[src/rtl/shift_rows_pipe.sv]
// shift_rows_pipe
// ---------------
// Pipelined Rijndael ShiftRows / InvShiftRows for 128-, 192- and 256-bit
// blocks (NB = 4, 6 or 8 columns). Each block selects its direction with
// in_dec_i. The byte permutation is combinational in front of stage 0.
// Stages 1..PIPE_DEPTH-1 only carry the state and the tag. Full valid/ready
// backpressure is supported, and empty stages collapse so that bubbles
// disappear while the output is stalled.
//
// Optional build macro SHIFT_ROWS_PARITY_EN:
//   Carries a 4-bit row-parity vector with each block and checks it again at
//   the output. It adds the output port par_err_o.
//
// Ports:
//   clk_i        clock (rising edge)
//   rst_i        synchronous reset, active high (priority over flush_i)
//   flush_i      synchronous pipeline clear (valid bits only)
//   in_valid_i   input block valid
//   in_ready_o   unit accepts a block this cycle
//   in_dec_i     1 = InvShiftRows, 0 = ShiftRows
//   in_state_i   input state, byte 0 in the MSB, column-major
//   in_tag_i     sideband tag
//   out_valid_o  output block valid
//   out_ready_i  downstream accepts
//   out_state_o  permuted state
//   out_tag_o    tag of the output block
//   par_err_o    (SHIFT_ROWS_PARITY_EN only) row-parity mismatch on output
//   busy_o       at least one stage holds a valid block
module shift_rows_pipe #(
  parameter int NB         = 4,
  parameter int PIPE_DEPTH = 1,
  parameter int TAG_W      = 4
) (
  input  logic                  clk_i,
  input  logic                  rst_i,
  input  logic                  flush_i,
  input  logic                  in_valid_i,
  output logic                  in_ready_o,
  input  logic                  in_dec_i,
  input  logic [32*NB-1:0]      in_state_i,
  input  logic [TAG_W-1:0]      in_tag_i,
  output logic                  out_valid_o,
  input  logic                  out_ready_i,
  output logic [32*NB-1:0]      out_state_o,
  output logic [TAG_W-1:0]      out_tag_o,
`ifdef SHIFT_ROWS_PARITY_EN
  output logic                  par_err_o,
`endif
  output logic                  busy_o
);

  localparam int SW     = 32 * NB;
  localparam int NBYTES = 4 * NB;
  localparam int LAST   = PIPE_DEPTH - 1;

  // Reject unsupported configurations during elaboration.
  if (!(NB == 4 || NB == 6 || NB == 8)) begin : g_bad_nb
    $error("shift_rows_pipe: NB must be 4, 6 or 8");
  end
  if (PIPE_DEPTH < 1 || PIPE_DEPTH > 4) begin : g_bad_depth
    $error("shift_rows_pipe: PIPE_DEPTH must be in 1..4");
  end

  // Row rotation amount. The 256-bit block uses larger shifts for rows 2
  // and 3.
  function automatic int row_off(input int r);
    if (NB == 8 && r >= 2) begin
      return r + 1;
    end
    return r;
  endfunction

  // --------------------------------------------------------------------
  // Combinational permutation. Both directions are wired as fixed byte
  // routings, and in_dec_i selects between them.
  // --------------------------------------------------------------------
  logic [SW-1:0] enc_state;
  logic [SW-1:0] dec_state;
  logic [SW-1:0] perm_state;

  for (genvar gi = 0; gi < NB; gi++) begin : g_col
    for (genvar gj = 0; gj < 4; gj++) begin : g_row
      localparam int ENC_SRC = (gi + row_off(gj)) % NB;
      localparam int DEC_SRC = (gi - row_off(gj) + NB) % NB;
      localparam int DST     = 4 * gi + gj;
      assign enc_state[8*(NBYTES-1-DST) +: 8] =
        in_state_i[8*(NBYTES-1-(4*ENC_SRC+gj)) +: 8];
      assign dec_state[8*(NBYTES-1-DST) +: 8] =
        in_state_i[8*(NBYTES-1-(4*DEC_SRC+gj)) +: 8];
    end
  end

  assign perm_state = in_dec_i ? dec_state : enc_state;

  // --------------------------------------------------------------------
  // Pipeline registers
  // --------------------------------------------------------------------
  logic [PIPE_DEPTH-1:0]            v_reg,     v_next;
  logic [PIPE_DEPTH-1:0][SW-1:0]    state_reg, state_next;
  logic [PIPE_DEPTH-1:0][TAG_W-1:0] tag_reg,   tag_next;

  // Values presented to each stage by its upstream neighbour.
  logic [PIPE_DEPTH-1:0]            up_v;
  logic [PIPE_DEPTH-1:0][SW-1:0]    up_state;
  logic [PIPE_DEPTH-1:0][TAG_W-1:0] up_tag;

  // take[k]: stage k loads its upstream value on the next edge.
  logic [PIPE_DEPTH-1:0]            take;

`ifdef SHIFT_ROWS_PARITY_EN
  logic [PIPE_DEPTH-1:0][3:0]       par_reg, par_next;
  logic [PIPE_DEPTH-1:0][3:0]       up_par;

  // One bit per row: XOR of every bit of every byte in that row. ShiftRows
  // only moves bytes within a row, so this vector is invariant.
  function automatic logic [3:0] row_parity(input logic [SW-1:0] s);
    logic [3:0] p;
    p = '0;
    for (int c = 0; c < NB; c++) begin
      for (int r = 0; r < 4; r++) begin
        p[r] = p[r] ^ (^s[8*(NBYTES-1-(4*c+r)) +: 8]);
      end
    end
    return p;
  endfunction
`endif

  for (genvar gi = 0; gi < PIPE_DEPTH; gi++) begin : g_stage
    // Stage k can take a block if any stage from k to the end is empty, or
    // if the output drains this cycle. This flattened form avoids a
    // combinational chain through take[] and has no path from in_valid_i.
    assign take[gi] = out_ready_i | ~(&v_reg[LAST:gi]);

    if (gi == 0) begin : g_head
      assign up_v[gi]     = in_valid_i;
      assign up_state[gi] = perm_state;
      assign up_tag[gi]   = in_tag_i;
`ifdef SHIFT_ROWS_PARITY_EN
      assign up_par[gi]   = row_parity(in_state_i);
`endif
    end else begin : g_body
      assign up_v[gi]     = v_reg[gi-1];
      assign up_state[gi] = state_reg[gi-1];
      assign up_tag[gi]   = tag_reg[gi-1];
`ifdef SHIFT_ROWS_PARITY_EN
      assign up_par[gi]   = par_reg[gi-1];
`endif
    end
  end

  always_comb begin
    v_next     = v_reg;
    state_next = state_reg;
    tag_next   = tag_reg;
`ifdef SHIFT_ROWS_PARITY_EN
    par_next   = par_reg;
`endif
    for (int k = 0; k < PIPE_DEPTH; k++) begin
      if (take[k]) begin
        v_next[k] = up_v[k];
        // Data only moves when a real block arrives. Bubbles leave the
        // payload registers untouched.
        if (up_v[k]) begin
          state_next[k] = up_state[k];
          tag_next[k]   = up_tag[k];
`ifdef SHIFT_ROWS_PARITY_EN
          par_next[k]   = up_par[k];
`endif
        end
      end
    end
    // A flush drops every in-flight block and also any block offered in
    // the same cycle.
    if (flush_i) begin
      v_next = '0;
    end
  end

  always_ff @(posedge clk_i) begin
    if (rst_i) begin
      v_reg     <= '0;
      state_reg <= '0;
      tag_reg   <= '0;
`ifdef SHIFT_ROWS_PARITY_EN
      par_reg   <= '0;
`endif
    end else begin
      v_reg     <= v_next;
      state_reg <= state_next;
      tag_reg   <= tag_next;
`ifdef SHIFT_ROWS_PARITY_EN
      par_reg   <= par_next;
`endif
    end
  end

  // --------------------------------------------------------------------
  // Outputs
  // --------------------------------------------------------------------
  assign in_ready_o  = take[0];
  assign out_valid_o = v_reg[LAST];
  assign out_state_o = state_reg[LAST];
  assign out_tag_o   = tag_reg[LAST];
  assign busy_o      = |v_reg;

`ifdef SHIFT_ROWS_PARITY_EN
  assign par_err_o = v_reg[LAST] & (row_parity(state_reg[LAST]) != par_reg[LAST]);
`endif

endmodule

[config.mk]
export PLATFORM = sky130hd
export DESIGN_NAME = shift_rows_pipe
export DESIGN_NICKNAME = d
export VERILOG_FILES = /design/src/rtl/shift_rows_pipe.sv
export SDC_FILE = /design/constraint.sdc
export NUM_CORES = 1
export LEC_CHECK = 0
export BUFFER_PORTS_ARGS = -buffer_cell sky130_fd_sc_hd__buf_2
export CAP_MARGIN = 5
export CORE_ASPECT_RATIO = 0.75
export CORE_MARGIN = 2
export CORE_UTILIZATION = 45
export DETAILED_ROUTE_END_ITERATION = 7
export GPL_TIMING_DRIVEN = 0
export HOLD_SLACK_MARGIN = 0.08
export MAX_ROUTING_LAYER = met4
export PLACE_DENSITY_LB_ADDON = 0.1
export SLEW_MARGIN = 20
export SYNTH_ARGS = -nofsm -noshare
export SYNTH_HDL_FRONTEND = slang
export SYNTH_SLANG_ARGS = --single-unit
export TNS_END_PERCENT = 30
[constraint.sdc]
create_clock -name clk_i -period 1.95 [get_ports clk_i]
set_input_delay 0.39 -clock clk_i [delete_from_list [all_inputs] [get_ports clk_i]]
set_output_delay 0.39 -clock clk_i [all_outputs]
set_load 0.01 [all_outputs]
==> impl_metrics.toml, run 1 <==
[timing]
rsz0062_at_grt = "yes"
drv_slew = 0
setup_violations = 0
max_freq_ghz = 0.528
worstMarginPinSlew_ns = 0.446
finalWorstSetupSlack_ns = 0.0572
finalSetupTns_ns = 0
finalClockSkew_ns = 0.00816
post-route-period-util_pct = 97.1
hold_viol = 0
relSlewSlack_pct = 70.2
min_period_ns = 1.89

[global_route]
grt_use_met3_pct = 7.49
grt_use_met2_pct = 43.5
antenna_found_initial = 0
grt_use_total_pct = 25.9
global_route.peak_usage_layer = "met2"
grt_pass1_vias = 5334
grt_util_met1_pct = 30.5
grt_overflow = 0
grt_max_degree = 18
grt_pass1_wl_um = 26700

[synth]
netlist_area_sq_um = 5610
synth_edf_count = 0
ys_seq_area_share_pct = 47.4
synth_common_cells = "133 x dfxtp_1, 68 x a21oi_1, 68 x nand3_1"
ys.flop_type = "dfxtp_1"
syn_avg_cell_area_sq_um = 10.6
synth.most_common_cell = "dfxtp_1"
synth_cell_types = 18
synth.area.top_cells = "dfxtp_1 47%, o2bb2ai_2 16%, mux2i_1 11%"
synth_top_area_share_pct = 47.4
yosysTopAreaCell = "dfxtp_1"
synth-seq-cells = 133
synth_nets = 668
netlist_instances = 530
ys_warn_count = 0
synthArstFlopShare_pct = 0

[routing]
wl_um = 16900
vias = 5232
first_pass_iters = 4
drt-vias-per-instance = 5.26
drc = 0
postRouteAntennaNets = 0
wire_per_inst_um = 17.0
dr.first_iter.drc_count = 200

[floorplanning]
dieHeight_um = 101
dieArea_sq_um = 13400
start_util_pct = 45.9
rows = 35
ioPinCount = 273
die_x_um = 133
coreArea_sq_um = 12200

[critical_path]
timing.rr.start = "busy_o"
path_delay_family = "buffers and inverters"
r2r_end = "out_state_o[100]"
endpoint_kind = "output port"
crit_chain = "nor2b_1, buf_2, inv_2, buf_2"
crit_buf_inv = 3
required_ns = 1.56
critPathKind = "reg2out"
worstRegToRegCells = 6
crit_fanout = 17
arrival_ns = 1.50
r2r_setup_slack_ns = 0.10
cp_slowest_cell = "dfxtp_1"
crit_path_start_kind = "register"
worstSetupPathDepth = 4
critPathMaxStageDelay_ns = 0.32
worst_path_most_repeated_cell = "buf_2"

[flow_run]
cap_violations = 0

[power_and_ir_drop]
p_leak_nw = 3.65
switchingPower_w = 0.00181
power_density_nw_per_um2 = 915
ir_drop_mv = 0.605
total_power_w = 0.00708
p_seq_share_pct = 42.4
swShare_pct = 25.6
internal_power_w = 0.00527
power_frac_clock_pct = 43.5
p_comb_share_pct = 14.1

[clock_tree]
clk_path_buf_depth = 2
cts_tree = "done"
cts_sinks = 133
ctsRootBufferMaster = "clkbuf_16"
hold_buffers = 0
postCtsSetupBuffers = 0
ctsHtreeMaxLevel = 4
numCtsBuffers = 17
clkSlewWorstSetupHoldPaths_ns = 0.06
clk_latency_ns = 0.40

[placement]
dpl_worst_slack_ns = 0.0553
placed_area_sq_um = 7170
io_buffers = 269
gp_congestion = 0.885
dp.cells = 965
hpwl_um = 12700

[worst_hold_path]
hold_class = "in2reg"
holdCritStartpoint = "flush_i"
hold_end = "busy_o"
whs_path_depth = 2

[finish]
diodes = 0
layout.cells.non_filler = 994
areaGrowthSynthToFinish_pct = 37.7
drive_gt1_share_pct = 47.1
nets = 955
final_area_sq_um = 7730

[status]
outcome = "finished clean"
## what timing repair did
item                       CTS  global route
setup endpoints to repair    1            61
gates resized for setup      0             1
pin swaps                    0             0
cloned                       0             0
## kinds of logic after synthesis
| family | after synthesis | synth area share [%] |
|---|---|---|
| multiplexers | 64 | 11.4 |
| flip-flops | 133 | 47.4 |
| AO/OA/AOI/OAI | 202 | 29.2 |
| buffers and inverters | 61 | 5.62 |
| AND/OR/NAND/NOR | 70 | 6.29 |
## final cells by class
cell class,instances,area [sq um]
timing repair buffer,269,1350
tap,166,208
inverter,2,7.51
clock inverter,9,105
clock buffer,21,460
sequential,133,2660
buffer,58,307
multi-input combinational,336,2630
fill,1036,4490
## metrics by stage
stage | hold WS, ns | util [%]
floorplan | 0.463 | -
global placement | 0.445 | 58.6
detailed placement | 0.455 | 58.6
CTS | 0.124 | 63.2
global route | 0.128 | 63.3
finish | 0.141 | 63.3
## how the worst max path moves through the flow
| stage | start | endpoint | slack, ns |
|---|---|---|---|
| 2_1_floorplan | in_valid_i | out_state_o[100] | 0.53 |
| 3_3_place_gp | out_ready_i | out_state_o[116] | 0.04 |
| 3_5_place_dp | out_ready_i | out_state_o[32] | 0.06 |
| 4_1_cts | busy_o | in_ready_o | 0.02 |
| 5_1_grt | busy_o | out_state_o[100] | -0.03 |
| 6_report | busy_o | in_ready_o | 0.06 |
## layer usage
layer / up-vias / wire length [um]
li1: 2543 / -
met3: 19 / 1220
met5: - / 0
met4: 0 / 220
met1: 2483 / 7060
met2: 187 / 8380
## power by group through the flow
| stage | sequential (W) | clock [W] | combinational (W) |
|---|---|---|---|
| after floorplan | 0.00313 | 0 | 0.000468 |
| final | 0.00300 | 0.00308 | 0.000997 |
| after CTS | 0.00300 | 0.00312 | 0.00100 |
| after global routing | 0.00302 | 0.00325 | 0.00109 |
| after global placement | 0.00304 | 0 | 0.000976 |
| after detailed placement | 0.00305 | 0 | 0.00100 |
## worst register-to-register path: cells and delay by family (launching register included)
family / cells / cell delay (ns)
AO/OA/AOI/OAI: 2 / 0.50
buffers and inverters: 3 / 0.77
flip-flops: 1 / 0.34
AND/OR/NAND/NOR: 1 / 0.16
## sequential cells by signal (all words and copies together), names as in the netlist
signal / cells
busy_o: 1
out_state_o: 128
out_tag_o: 4
## cell usage in the layout, fill, tap and decap left out, drive strengths merged
master / count
nor2b: 1
mux2i: 64
clkbuf: 46
a21oi: 69
nand3: 68
inv: 2
buf: 302
bufinv: 2
clkinv: 6
a211oi: 1
o2bb2ai: 64
dfxtp: 133
clkinvlp: 1
or3: 1
o21ai: 68
Power figures use the tool's default switching activity.
==> run 2, diff against run 1 <==
CORE_ASPECT_RATIO = default   (was 0.75)
clock period = 1.76 ns   (was 1.95 ns; I/O delays follow)
==> run 2 against run 1 <==
Effect of this change:
- total power is 16% higher
- setup slack better by 0.046 ns
- register-to-register slack better by 0.09 ns
- hold slack better by 0.055 ns
- largest cell class unchanged
- combinational power is 11% higher
- sequential share of layout area is 0.46 points lower
- via count is 1.3% higher
- routed wire length is 2.2% lower
- clock power is 23% higher
- global-route usage is 1.3 points lower
- clock skew is 0.0013 ns lower
- core utilization is 1.5 points higher
- highest routed layer unchanged
==> impl_metrics.toml, run 2 (same netlist as run 1, synthesis figures left out) <==
[status]
outcome = "finished clean"

[global_route]
grt_pass1_vias = 5120
grt_overflow = 0
antenna_found_initial = 1
grt_max_degree = 17
grt_pass1_wl_um = 25000
grt_use_total_pct = 24.7

[placement]
hpwl_um = 12400
placed_area_sq_um = 7170
io_buffers = 269
dpl_worst_slack_ns = -0.0950
gp_congestion = 0.846

[timing]
finalSetupTns_ns = 0
finalWorstSetupSlack_ns = 0.103
post-route-period-util_pct = 94.1
drv_slew = 0
worstMarginPinSlew_ns = 0.467
min_period_ns = 1.66
finalClockSkew_ns = 0.00691
rsz0062_at_grt = "no"
max_freq_ghz = 0.604
setup_violations = 0
relSlewSlack_pct = 68.8
hold_viol = 0

[clock_tree]
clkSlewWorstSetupHoldPaths_ns = 0.05
clk_path_buf_depth = 2
ctsRootBufferMaster = "clkbuf_16"
clk_latency_ns = 0.42
cts_tree = "done"
numCtsBuffers = 17
ctsHtreeMaxLevel = 4
cts_sinks = 133

[finish]
multiInputGateArea_sq_um = 2640
areaGrowthSynthToFinish_pct = 39.7
layout_common_cells = "289 x buf_2, 132 x dfxtp_1, 68 x nand3_1, 68 x a21oi_1, 64 x mux2i_1"
largest_reg_flops = 128
final_area_sq_um = 7840
layout_commonest_cell = "buf_2"
seqCellArea_sq_um = 2660
nets = 957
drive_gt1_share_pct = 47.4
fillers = 1040

[critical_path]
critPathMaxStageDelay_ns = 0.32
path_delay_family = "buffers and inverters"
crit_chain = "nor2b_4, buf_6, inv_4, buf_2"
crit_path_start_kind = "register"
crit_fanout = 17
cp_slowest_cell = "dfxtp_2"
crit_buf_inv = 3
endpoint_kind = "output port"
arrival_ns = 1.30
r2r_setup_slack_ns = 0.19
critPathKind = "reg2out"
required_ns = 1.41

[routing]
postRouteAntennaNets = 0
drt-vias-per-instance = 5.29
wl_um = 16500
dr.first_iter.drc_count = 241
vias = 5299
wire_per_inst_um = 16.5
drc = 0
first_pass_iters = 5

[floorplanning]
dieArea_sq_um = 13400
start_util_pct = 46.3
dieHeight_um = 116
coreArea_sq_um = 12100
die_x_um = 116
ioPinCount = 273
rows = 40

[power_and_ir_drop]
p_leak_nw = 3.69
ir_drop_mv = 0.612
power_density_nw_per_um2 = 1050

[worst_hold_path]
hold_class = "in2reg"

[flow_run]
cap_violations = 0
[run 2: changes by cell type in the layout (fill, tap and decap cells not counted), sizes merged]
cell         change
bufinv           +2
buf              +2
dlygate4sd3      +1
clkbuf           +2
clkinvlp         +1
clkinv           -4
diode            +1
[run 2: what timing repair did]
action / CTS / global route
resized for setup: 9 / 0
endpoints found under the hold margin: 0 / 1
hold buffers: 0 / 1
cloned: 0 / 0
setup endpoints to repair: 61 / 1
setup buffers: 1 / 0
[run 2: area by class of cell]
class	count	share of cell area, %
sequential	133	34.0
multi-input combinational	336	33.7
timing repair buffer	271	17.4
clock buffer	24	6.27
buffer	58	3.96
tap	168	2.68
clock inverter	8	1.85
inverter	2	0.128
antenna	1	0.0319
[run 2: worst paths after layout]
kind | end | start | cells past startpoint
max | in_ready_o | busy_o | 4
min reg2reg | out_state_o[1] | out_state_o[1] | 1
max reg2reg | out_state_o[23] | busy_o | 7
min | out_tag_o[3] | in_tag_i[3] | 3
[run 2: power breakdown]
group / switching (W) / leakage (nW) / internal, W
clock: 0.00128 / 0.306 / 0.00252
combinational: 0.000612 / 2.29 / 0.000494
sequential: 0.000113 / 1.10 / 0.00321
total: 0.00201 / 3.69 / 0.00622
[run 2: layer usage]
layer  GRT usage (%)  up-vias  part of all wire, %
met3            7.53       28                  7.1
met4            9.68        0                  2.0
met5               -        -                    0
li1                -     2554                    -
met2            40.5      207                   50
met1            28.2     2510                   40
[run 2: worst min-delay path: cells and delay by family]
kind	cells	cell delay [ns]
compound gates	1	0.05
buf+inv	1	0.10
simple gates	1	0.05
[run 2: per-stage QoR]
| step | hold slack, ns | instances | total power (W) | utilization (%) |
|---|---|---|---|---|
| detailed placement | 0.448 | 967 | 0.00449 | 59.2 |
| global placement | 0.443 | 967 | 0.00445 | 59.2 |
| finish | 0.196 | 1001 | 0.00822 | 64.7 |
| floorplan | 0.425 | 530 | 0.00399 | - |
| global route | 0.179 | 1001 | 0.00857 | 64.7 |
| CTS | 0.0834 | 1000 | 0.00828 | 64.7 |
==> run 3, diff against run 2 <==
REMOVE_ABC_BUFFERS = 1   (was default)
==> run 3 against run 2 <==
Effect of this change:
- final cell count down 4.3%
- critical path depth unchanged
- final area decreased by 1.9%
- clock skew down 0.0036 ns
- maximum frequency decreased by 0.82%
- flip-flop and latch count is the same
- die area unchanged
- hold slack better by 0.0010 ns
- register-to-register slack got worse by 0.10 ns
- via count decreased by 3.0%
- highest routed layer unchanged
==> impl_metrics.toml, run 3 (same netlist as run 1, synthesis figures left out) <==
[clock_tree]
ctsHtreeMaxLevel = 4
clk_path_buf_depth = 2
cts_tree = "done"
clk_latency_ns = 0.41
numCtsBuffers = 17
clkSlewWorstSetupHoldPaths_ns = 0.05
ctsRootBufferMaster = "clkbuf_16"
cts_sinks = 133

[status]
outcome = "finished clean"

[power_and_ir_drop]
power_density_nw_per_um2 = 980
ir_drop_mv = 0.515
total_power_w = 0.00754
p_leak_nw = 3.60

[finish]
nets = 916
largest_reg_flops = 128
drive_gt1_share_pct = 47.8
areaGrowthSynthToFinish_pct = 37.1
diodes = 0
layout_commonest_cell = "buf_2"
seqCellArea_sq_um = 2660
multiInputGateArea_sq_um = 2660
layout_common_cells = "268 x buf_2, 132 x dfxtp_1, 68 x nand3_1, 68 x a21oi_1, 64 x mux2i_1"
fillers = 1024
layout.cells.non_filler = 958

[critical_path]
timing.rr.start = "busy_o"
arrival_ns = 2.01
endpoint_kind = "register"
critPathKind = "reg2reg"
crit_fanout = 15
crit_path_start_kind = "register"
startpoint = "busy_o"
required_ns = 2.10

[timing]
max_freq_ghz = 0.599
hold_slack_ns = 0.197
setup_violations = 0
drv_slew = 0
finalWorstSetupSlack_ns = 0.0895
finalSetupTns_ns = 0
finalClockSkew_ns = 0.00330
worstMarginPinSlew_ns = 0.815
post-route-period-util_pct = 94.9
relSlewSlack_pct = 45.4
min_period_ns = 1.67
hold_viol = 0

[global_route]
antenna_found_initial = 0
grt_overflow = 0
grt_pass1_wl_um = 24800
grt_max_degree = 73
grt_pass1_vias = 4999
grt_use_total_pct = 24.5

[flow_run]
cap_violations = 0

[routing]
drt-vias-per-instance = 5.37
first_pass_iters = 4
postRouteAntennaNets = 0
wl_um = 16300
wire_per_inst_um = 17.0
drc = 0
dr.first_iter.drc_count = 268
vias = 5142

[placement]
hpwl_um = 10500
io_buffers = 272
dp.cells = 918
dpl_worst_slack_ns = -1.33
gp_congestion = 0.735

[floorplanning]
dieHeight_um = 116
coreArea_sq_um = 12100
start_util_pct = 46.3
rows = 40
die_x_um = 116
ioPinCount = 273
dieArea_sq_um = 13400

[worst_hold_path]
holdCritStartpoint = "in_state_i[123]"
hold_class = "in2reg"
## run 3: layer usage
metal	vias to the layer above	GRT usage, %	part of all wire, %
li1	2471	-	-
met1	2423	27.6	41
met2	218	40.2	48
met3	30	8.16	9.0
met4	0	9.60	2.5
met5	-	-	0
## run 3: worst paths after layout
kind,cells past startpoint,slack [ns],end
max,4,0.09,out_state_o[66]
min,3,0.20,out_state_o[123]
max reg2reg,4,0.09,out_state_o[66]
min reg2reg,1,0.46,out_state_o[0]
## run 3: power breakdown
part	leakage (nW)	switching [W]	internal, W
sequential	1.10	0.000107	0.00321
clock	0.258	0.00122	0.00189
combinational	2.25	0.000608	0.000504
total	3.60	0.00193	0.00560
## run 3: repair_timing
item                                    in CTS  in global routing
cloned                                       3                  0
gates resized for setup                      8                  2
pin swaps                                    2                  0
hold endpoints to repair                     1                  0
endpoints found under the setup margin     134                 78
setup buffers                                4                  1
hold buffers                                 1                  0
## run 3: final cells by class
| class | count | share of cell area [%] |
|---|---|---|
| Inverter | 2 | 0.325 |
| Multi-Input combinational cell | 338 | 34.6 |
| Clock buffer | 26 | 6.36 |
| Tap cell | 168 | 2.73 |
| Timing Repair Buffer | 285 | 20.9 |
| Timing Repair inverter | 1 | 0.114 |
| Clock inverter | 5 | 0.325 |
| Sequential cell | 133 | 34.6 |
## run 3: stage by stage
| stage | util [%] | instance area, sq um |
|---|---|---|
| after CTS | 63.3 | 7670 |
| after global placement | 56.8 | 6880 |
| after global routing | 63.5 | 7690 |
| after floorplan | - | 5300 |
| final | 63.5 | 7690 |
| after detailed placement | 58.3 | 7060 |
## run 3: critical path, cell delays in order (launching register included)
cell and delay (ns):
dfxtp_2 0.34, nor2b_4 0.14, buf_4 0.16, or3_2 0.75, o2bb2ai_2 0.22
